===== src/rtl/mul_issue_ctrl_if.sv =====
// EX-stage <-> multiplier control bundle; master is the pipeline/multiplier side, slave is mul_issue_ctrl.
// Pure wiring, no latency; backpressure is carried by stall_mul towards the pipeline.
interface mul_issue_ctrl_if #(
    parameter int XLEN = 32
);
    logic              mul_validE;
    logic [1:0]        mul_opcodeE;
    logic [XLEN-1:0]   rs1E;
    logic [XLEN-1:0]   rs2E;
    logic              flushE;
    logic              mul_start;
    logic [XLEN-1:0]   mul_op1;
    logic [XLEN-1:0]   mul_op2;
    logic [2*XLEN-1:0] mul_product;
    logic              mul_ready;
    logic              stall_mul;
    logic [XLEN-1:0]   mul_resultE;
    logic              mul_result_valid;

    modport master (
        output mul_validE, mul_opcodeE, rs1E, rs2E, flushE, mul_product, mul_ready,
        input  mul_start, mul_op1, mul_op2, stall_mul, mul_resultE, mul_result_valid
    );

    modport slave (
        input  mul_validE, mul_opcodeE, rs1E, rs2E, flushE, mul_product, mul_ready,
        output mul_start, mul_op1, mul_op2, stall_mul, mul_resultE, mul_result_valid
    );
endinterface


===== src/rtl/mul_issue_ctrl.sv =====
// Sign-magnitude wrapper around an unsigned iterative multiplier for MUL/MULH/MULHSU/MULHU.
// Latency: accept, START, WAIT (>=1), FIXUP, DONE; stall_mul holds the pipeline until DONE, flushE aborts.
module mul_issue_ctrl #(
    parameter int XLEN = 32
) (
    input  logic             clk,
    input  logic             rst,
    mul_issue_ctrl_if.slave  bus
);
    typedef enum logic [2:0] {
        S_IDLE,
        S_START,
        S_WAIT,
        S_FIXUP,
        S_DONE
    } state_t;

    state_t              state;
    logic [XLEN-1:0]     op1_q;
    logic [XLEN-1:0]     op2_q;
    logic [XLEN-1:0]     res_q;
    logic [2*XLEN-1:0]   prod_q;
    logic                neg_q;
    logic                is_mul_q;
    logic                start_q;
    logic                done_q;

    logic                accept;
    logic                busy;
    logic                sign1;
    logic                sign2;
    logic [XLEN-1:0]     mag1;
    logic [XLEN-1:0]     mag2;

    assign accept = (state == S_IDLE) & bus.mul_validE & ~bus.flushE;
    assign busy   = (state == S_START) | (state == S_WAIT) | (state == S_FIXUP);

    // MULHU treats rs1 as unsigned; MULHSU and MULHU treat rs2 as unsigned.
    assign sign1 = (bus.mul_opcodeE != 2'b11) & bus.rs1E[XLEN-1];
    assign sign2 = ~bus.mul_opcodeE[1] & bus.rs2E[XLEN-1];
    assign mag1  = sign1 ? ({XLEN{1'b0}} - bus.rs1E) : bus.rs1E;
    assign mag2  = sign2 ? ({XLEN{1'b0}} - bus.rs2E) : bus.rs2E;

    // Reset also masks the accept term so a held mul_validE cannot raise stall during reset.
    assign bus.stall_mul        = rst & ~bus.flushE & (accept | busy);
    assign bus.mul_result_valid = done_q & ~bus.flushE;
    assign bus.mul_start        = start_q;
    assign bus.mul_op1          = op1_q;
    assign bus.mul_op2          = op2_q;
    assign bus.mul_resultE      = res_q;

    always_ff @(posedge clk or negedge rst) begin
        if (!rst) begin
            state    <= S_IDLE;
            op1_q    <= '0;
            op2_q    <= '0;
            res_q    <= '0;
            prod_q   <= '0;
            neg_q    <= 1'b0;
            is_mul_q <= 1'b0;
            start_q  <= 1'b0;
            done_q   <= 1'b0;
        end else begin
            start_q <= 1'b0;
            done_q  <= 1'b0;
            if (bus.flushE) begin
                state <= S_IDLE;
            end else begin
                case (state)
                    S_IDLE: begin
                        if (bus.mul_validE) begin
                            state    <= S_START;
                            start_q  <= 1'b1;
                            op1_q    <= mag1;
                            op2_q    <= mag2;
                            neg_q    <= sign1 ^ sign2;
                            is_mul_q <= (bus.mul_opcodeE == 2'b00);
                        end
                    end
                    S_START: state <= S_WAIT;
                    S_WAIT: begin
                        // The product is only guaranteed on the ready cycle, so the
                        // sign correction is captured here and FIXUP works from prod_q.
                        if (bus.mul_ready) begin
                            state  <= S_FIXUP;
                            prod_q <= neg_q ? ({(2*XLEN){1'b0}} - bus.mul_product)
                                            : bus.mul_product;
                        end
                    end
                    S_FIXUP: begin
                        state  <= S_DONE;
                        done_q <= 1'b1;
                        res_q  <= is_mul_q ? prod_q[XLEN-1:0] : prod_q[2*XLEN-1:XLEN];
                    end
                    S_DONE:  state <= S_IDLE;
                    default: state <= S_IDLE;
                endcase
            end
        end
    end
endmodule


===== src/flat_wrapper.sv =====
// flat-port wrapper written by rule: the top's interface ports become plain ports
module mul_issue_ctrl_flat 
#(
    parameter int XLEN = 32
)
  (clk, rst, bus_mul_validE, bus_mul_opcodeE, bus_rs1E, bus_rs2E, bus_flushE, bus_mul_product, bus_mul_ready, bus_mul_start, bus_mul_op1, bus_mul_op2, bus_stall_mul, bus_mul_resultE, bus_mul_result_valid);
  mul_issue_ctrl_if #(.XLEN(XLEN)) bus_i ();
  input  logic clk;
  input  logic rst;
  input wire logic [$bits(bus_i.mul_validE)-1:0] bus_mul_validE;
  input wire logic [$bits(bus_i.mul_opcodeE)-1:0] bus_mul_opcodeE;
  input wire logic [$bits(bus_i.rs1E)-1:0] bus_rs1E;
  input wire logic [$bits(bus_i.rs2E)-1:0] bus_rs2E;
  input wire logic [$bits(bus_i.flushE)-1:0] bus_flushE;
  input wire logic [$bits(bus_i.mul_product)-1:0] bus_mul_product;
  input wire logic [$bits(bus_i.mul_ready)-1:0] bus_mul_ready;
  output wire logic [$bits(bus_i.mul_start)-1:0] bus_mul_start;
  output wire logic [$bits(bus_i.mul_op1)-1:0] bus_mul_op1;
  output wire logic [$bits(bus_i.mul_op2)-1:0] bus_mul_op2;
  output wire logic [$bits(bus_i.stall_mul)-1:0] bus_stall_mul;
  output wire logic [$bits(bus_i.mul_resultE)-1:0] bus_mul_resultE;
  output wire logic [$bits(bus_i.mul_result_valid)-1:0] bus_mul_result_valid;
  assign bus_i.mul_validE = bus_mul_validE;
  assign bus_i.mul_opcodeE = bus_mul_opcodeE;
  assign bus_i.rs1E = bus_rs1E;
  assign bus_i.rs2E = bus_rs2E;
  assign bus_i.flushE = bus_flushE;
  assign bus_i.mul_product = bus_mul_product;
  assign bus_i.mul_ready = bus_mul_ready;
  assign bus_mul_start = bus_i.mul_start;
  assign bus_mul_op1 = bus_i.mul_op1;
  assign bus_mul_op2 = bus_i.mul_op2;
  assign bus_stall_mul = bus_i.stall_mul;
  assign bus_mul_resultE = bus_i.mul_resultE;
  assign bus_mul_result_valid = bus_i.mul_result_valid;
  mul_issue_ctrl #(.XLEN(XLEN)) u_core (.clk(clk), .rst(rst), .bus(bus_i));
endmodule

===== config.mk =====
export PLATFORM = sky130hd
export DESIGN_NAME = mul_issue_ctrl_flat
export DESIGN_NICKNAME = d
export VERILOG_FILES = /design/src/rtl/mul_issue_ctrl_if.sv /design/src/rtl/mul_issue_ctrl.sv /design/src/flat_wrapper.sv
export SDC_FILE = /design/constraint.sdc
export NUM_CORES = 1
export LEC_CHECK = 0
export CORE_ASPECT_RATIO = 1.4
export CORE_MARGIN = 5
export CORE_UTILIZATION = 50
export DETAILED_ROUTE_END_ITERATION = 6
export DONT_BUFFER_PORTS = 1
export GPL_TIMING_DRIVEN = 1
export HOLD_SLACK_MARGIN = 0.1
export PLACE_DENSITY = 0.7
export SYNTH_ARGS = -nofsm -noshare
export SYNTH_HDL_FRONTEND = slang
export SYNTH_SLANG_ARGS = --single-unit

===== constraint.sdc =====
create_clock -name clk -period 2.2 [get_ports clk]
set_input_delay 0.66 -clock clk [delete_from_list [all_inputs] [get_ports clk]]
set_output_delay 0.66 -clock clk [all_outputs]
set_load 0.02 [all_outputs]

==> impl_metrics.csv <==
group,metric,value,unit
timing,finalCriticalPeriod,2.23,ns
timing,finalMaxSlewViolations,0,
finish,final_net_count,1162,
hold_path,hold_class,"in2async",
detailed_routing,drt_pass1_iterations,4,
critical_path,critPathSlowestCell,"or3_4",
timing,fmax,449,MHz
detailed_routing,wl_per_cell,19.1,microns
critical_path,r2r-end,"u_core.bus.mul_op2[26]",
timing,slew_headroom,0.703,
grt,grt-ovfl-total,0,
critical_path,path_buf_inv,0,
placement,gp_congestion,0.931,
clock_tree,cts_tree,"yes",
timing,hold_ws,-0.0659,ns
timing,rsz0062_at_grt,"true",
timing,finClkSkew,0.0135,ns
timing,fin_ws,-0.0293,ns
detailed_routing,totalWireLength,24300,microns
timing,max_slew.worst_pin.slew,0.445,ns
critical_path,start_kind,"input pin",
timing,finalSetupViolCount,6,
clock_tree,clock_path_buffers,2,
synthesis,synth_edf_count,0,
placement,io_buffers,0,
grt,grt_pass1_vias,7782,
critical_path,crit_type,"in2reg",
floorplan,coreArea,17900,sq um
synthesis,async_flop_share,1.00,
critical_path,r2r_cells,4,
synthesis,yosys-top-cells-area,"dfrtp_1 (46%), xor2_1 (9.1%), o21ai_0 (8.4%), nand2_1 (6.3%), mux2i_1 (3.8%)",
critical_path,crit_top_cell,"or3_4",
critical_path,rr_startpoint,"u_core.state[0]",
detailed_routing,post_drt_via_cell_ratio,5.71,
detailed_routing,post-route-drc-count,0,
floorplan,start_util,0.505,
floorplan,rows,58,
timing,hold_viol,137,
synthesis,synthCells,987,
synthesis,yosysSeqAreaShare,0.463,
timing,timing.final.crit_share,1.01,
finish,drive_gt1_frac,0.189,
finish,final-seq-area,4180,sq um
floorplan,die_area,20900,sq um
synthesis,synth_top_area_frac,0.463,
synthesis,synthFlopType,"dfrtp_1",
finish,syn_to_final_growth,19.7,%
clock_tree,cts-root-buf,"clkbuf_16",
status,status,"finished, violations left",
floorplan,io_pins,234,
critical_path,cp.arrival,2.52,ns
synthesis,synth_area_leader_cell,"dfrtp_1",
clock_tree,worstSkewPairLatency,0.42,ns
grt,grt_max_degree,169,
critical_path,crit_path_cell_trace,"or3_4 > or4_4 > or3_4 > o41ai_2 > xor2_1 > o21ai_1",
floorplan,die_h,169,microns
detailed_routing,dr.first_iter.drc_count,344,
critical_path,cp_top_family,"simple AND/OR/NAND/NOR gates",
power_and_ir_drop,peakVddDrop,0.000524,V
flow_run,maxCapViolCount,0,
synthesis,syn_area,9020,sq um
power_and_ir_drop,powerDensity,1030,nW/um^2
synthesis,synth_fp_nets,1125,
floorplan,fp.dieW,124,microns
synthesis,synth_seq_cells,167,
placement,place_ws,-0.533,ns
detailed_routing,vias,7280,
synthesis,syn_area_per_cell,9.14,sq um
synthesis,ys_warn_count,0,
critical_path,r2r_slack,0.43,ns
clock_tree,htree_num_levels,4,
grt,antenna_found_initial,0,
finish,diodes,0,
detailed_routing,ant_nets,0,
clock_tree,clock_sinks,167,
status,violations,"hold timing, setup timing",
critical_path,slowest_delay,0.46,ns
critical_path,crit_required,2.49,ns
finish,fillers,1545,
placement,hpwl,18200,microns
critical_path,crit_path_end_kind,"register",
synthesis,synthDistinctLibCells,49,
finish,multiInputGateArea,5050,sq um
grt,grt_first_pass_wirelength,39500,microns
clock_tree,path_clk_slew,0.07,ns
clock_tree,cts_buffers,17,
grt,grt_usage,0.239,
power_and_ir_drop,leakage,4.44,nW
critical_path,crit_fanout,8,
[registers in the layout, indices dropped and copies added, names as in the netlist]
name and flops:
u_core.bus.mul_op1 32, u_core.prod_q 64, u_core.bus.mul_op2 32, u_core.bus.mul_start 1
u_core.done_q 1, u_core.bus.mul_resultE 32, u_core.state 3, u_core.neg_q 1
u_core.is_mul_q 1
[per-stage QoR]
step | instance area (sq um) | setup TNS [ns] | power (mW) | cells | util
finish | 10800 | -0.0765 | 11.2 | 1276 | 0.605
detailed placement | 10100 | -24.65 | 8.32 | 1243 | 0.565
floorplan | 9450 | -11.66 | 7.52 | 987 | -
global placement | 10100 | -22.60 | 8.17 | 1243 | 0.565
CTS | 10700 | -0.123 | 11.3 | 1275 | 0.601
global route | 10800 | -0.336 | 11.9 | 1276 | 0.605
[Yosys cell counts (7+ instances only)]
library cell,number
nor4_1,15
or4_1,23
o41ai_1,16
nor2_1,56
o31ai_1,27
nor3_1,17
clkbuf_1,54
xnor2_1,25
a21oi_1,52
o21ai_0,152
o21ai_1,8
dfrtp_1,167
or3_1,16
mux2i_1,34
inv_1,11
nand3_1,7
nand2_1,151
xor2_1,94
[cell type report]
type,instances,share of cell area
inverter,11,0.00521
multi-input combinational,749,0.467
tap,240,0.0278
timing repair buffer,78,0.0600
clock inverter,12,0.0109
clock buffer,19,0.0419
sequential,167,0.387
[routing by layer]
metal	vias up	share of wire	track usage	wire [microns]
met1	3455	0.35	0.260	8580
met2	236	0.52	0.412	12500
met3	38	0.11	0.107	2670
li1	3551	-	-	-
met4	0	0.023	0.0800	553
met5	-	0	0	0
[where the power goes]
part,internal [mW],switching (mW)
clock,1.63,1.29
combinational,1.12,1.23
sequential,4.25,1.66
[worst max-delay path by stage]
| stage | depth (start not counted) | slack [ns] | start | to |
|---|---|---|---|---|
| 2_1_floorplan | 6 | -0.39 | bus_rs2E[7] | u_core.bus.mul_op2[26] |
| 3_3_place_gp | 7 | -0.50 | bus_mul_product[38] | u_core.prod_q[63] |
| 3_5_place_dp | 7 | -0.53 | bus_mul_product[38] | u_core.prod_q[61] |
| 4_1_cts | 7 | -0.03 | bus_mul_product[38] | u_core.prod_q[61] |
| 5_1_grt | 6 | -0.06 | bus_mul_product[38] | u_core.prod_q[59] |
| 6_report | 6 | -0.03 | bus_mul_product[38] | u_core.prod_q[63] |
[layout by cell type, fill, tap and decap left out, drive strengths merged]
master	netlist	layout
o41ai	20	20
nor4	16	16
buf	6	78
and3	2	2
a21oi	52	52
mux2	3	3
a21o	1	1
and2	3	3
nor2	56	56
nand4	6	6
inv	11	15
nand3	7	7
bufinv	0	1
nand4b	1	1
clkbuf	54	19
dfrtp	167	167
or3b	2	2
xnor2	25	25
mux2i	34	34
clkinv	0	3
nor2b	4	4
xor2	94	94
o311ai	1	1
a31oi	1	1
o311a	1	1
ha	3	3
nor3	19	19
or4	26	26
clkinvlp	0	4
nor3b	3	3
o31ai	29	29
nand2	151	151
o31a	1	1
or3	18	18
a211o	1	1
nand2b	2	2
nand3b	1	1
or2	5	5
o21ai	160	160
a2111oi	1	1
[cells by family (layout without fill, tap and decap cells)]
logic type                 Yosys count  after routing  share of synthesized area
and+or+nand+nor                    322            322                      0.173
adders and majority gates            3              3                    0.00416
buffers and inverters               71            120                     0.0299
DFF                                167            167                      0.463
AOI/OAI and AO/OA                  268            268                      0.173
muxes                               37             37                     0.0415
xor gates and xnor gates           119            119                      0.116
[repair_timing]
action / CTS / global route
pin swaps: 1 / 8
setup buffers: 1 / 2
endpoints found under the hold margin: 167 / 167
resized for setup: 8 / 14
setup endpoints to repair: 9 / 21
No activity file was read; power rests on OpenSTA's default activity.
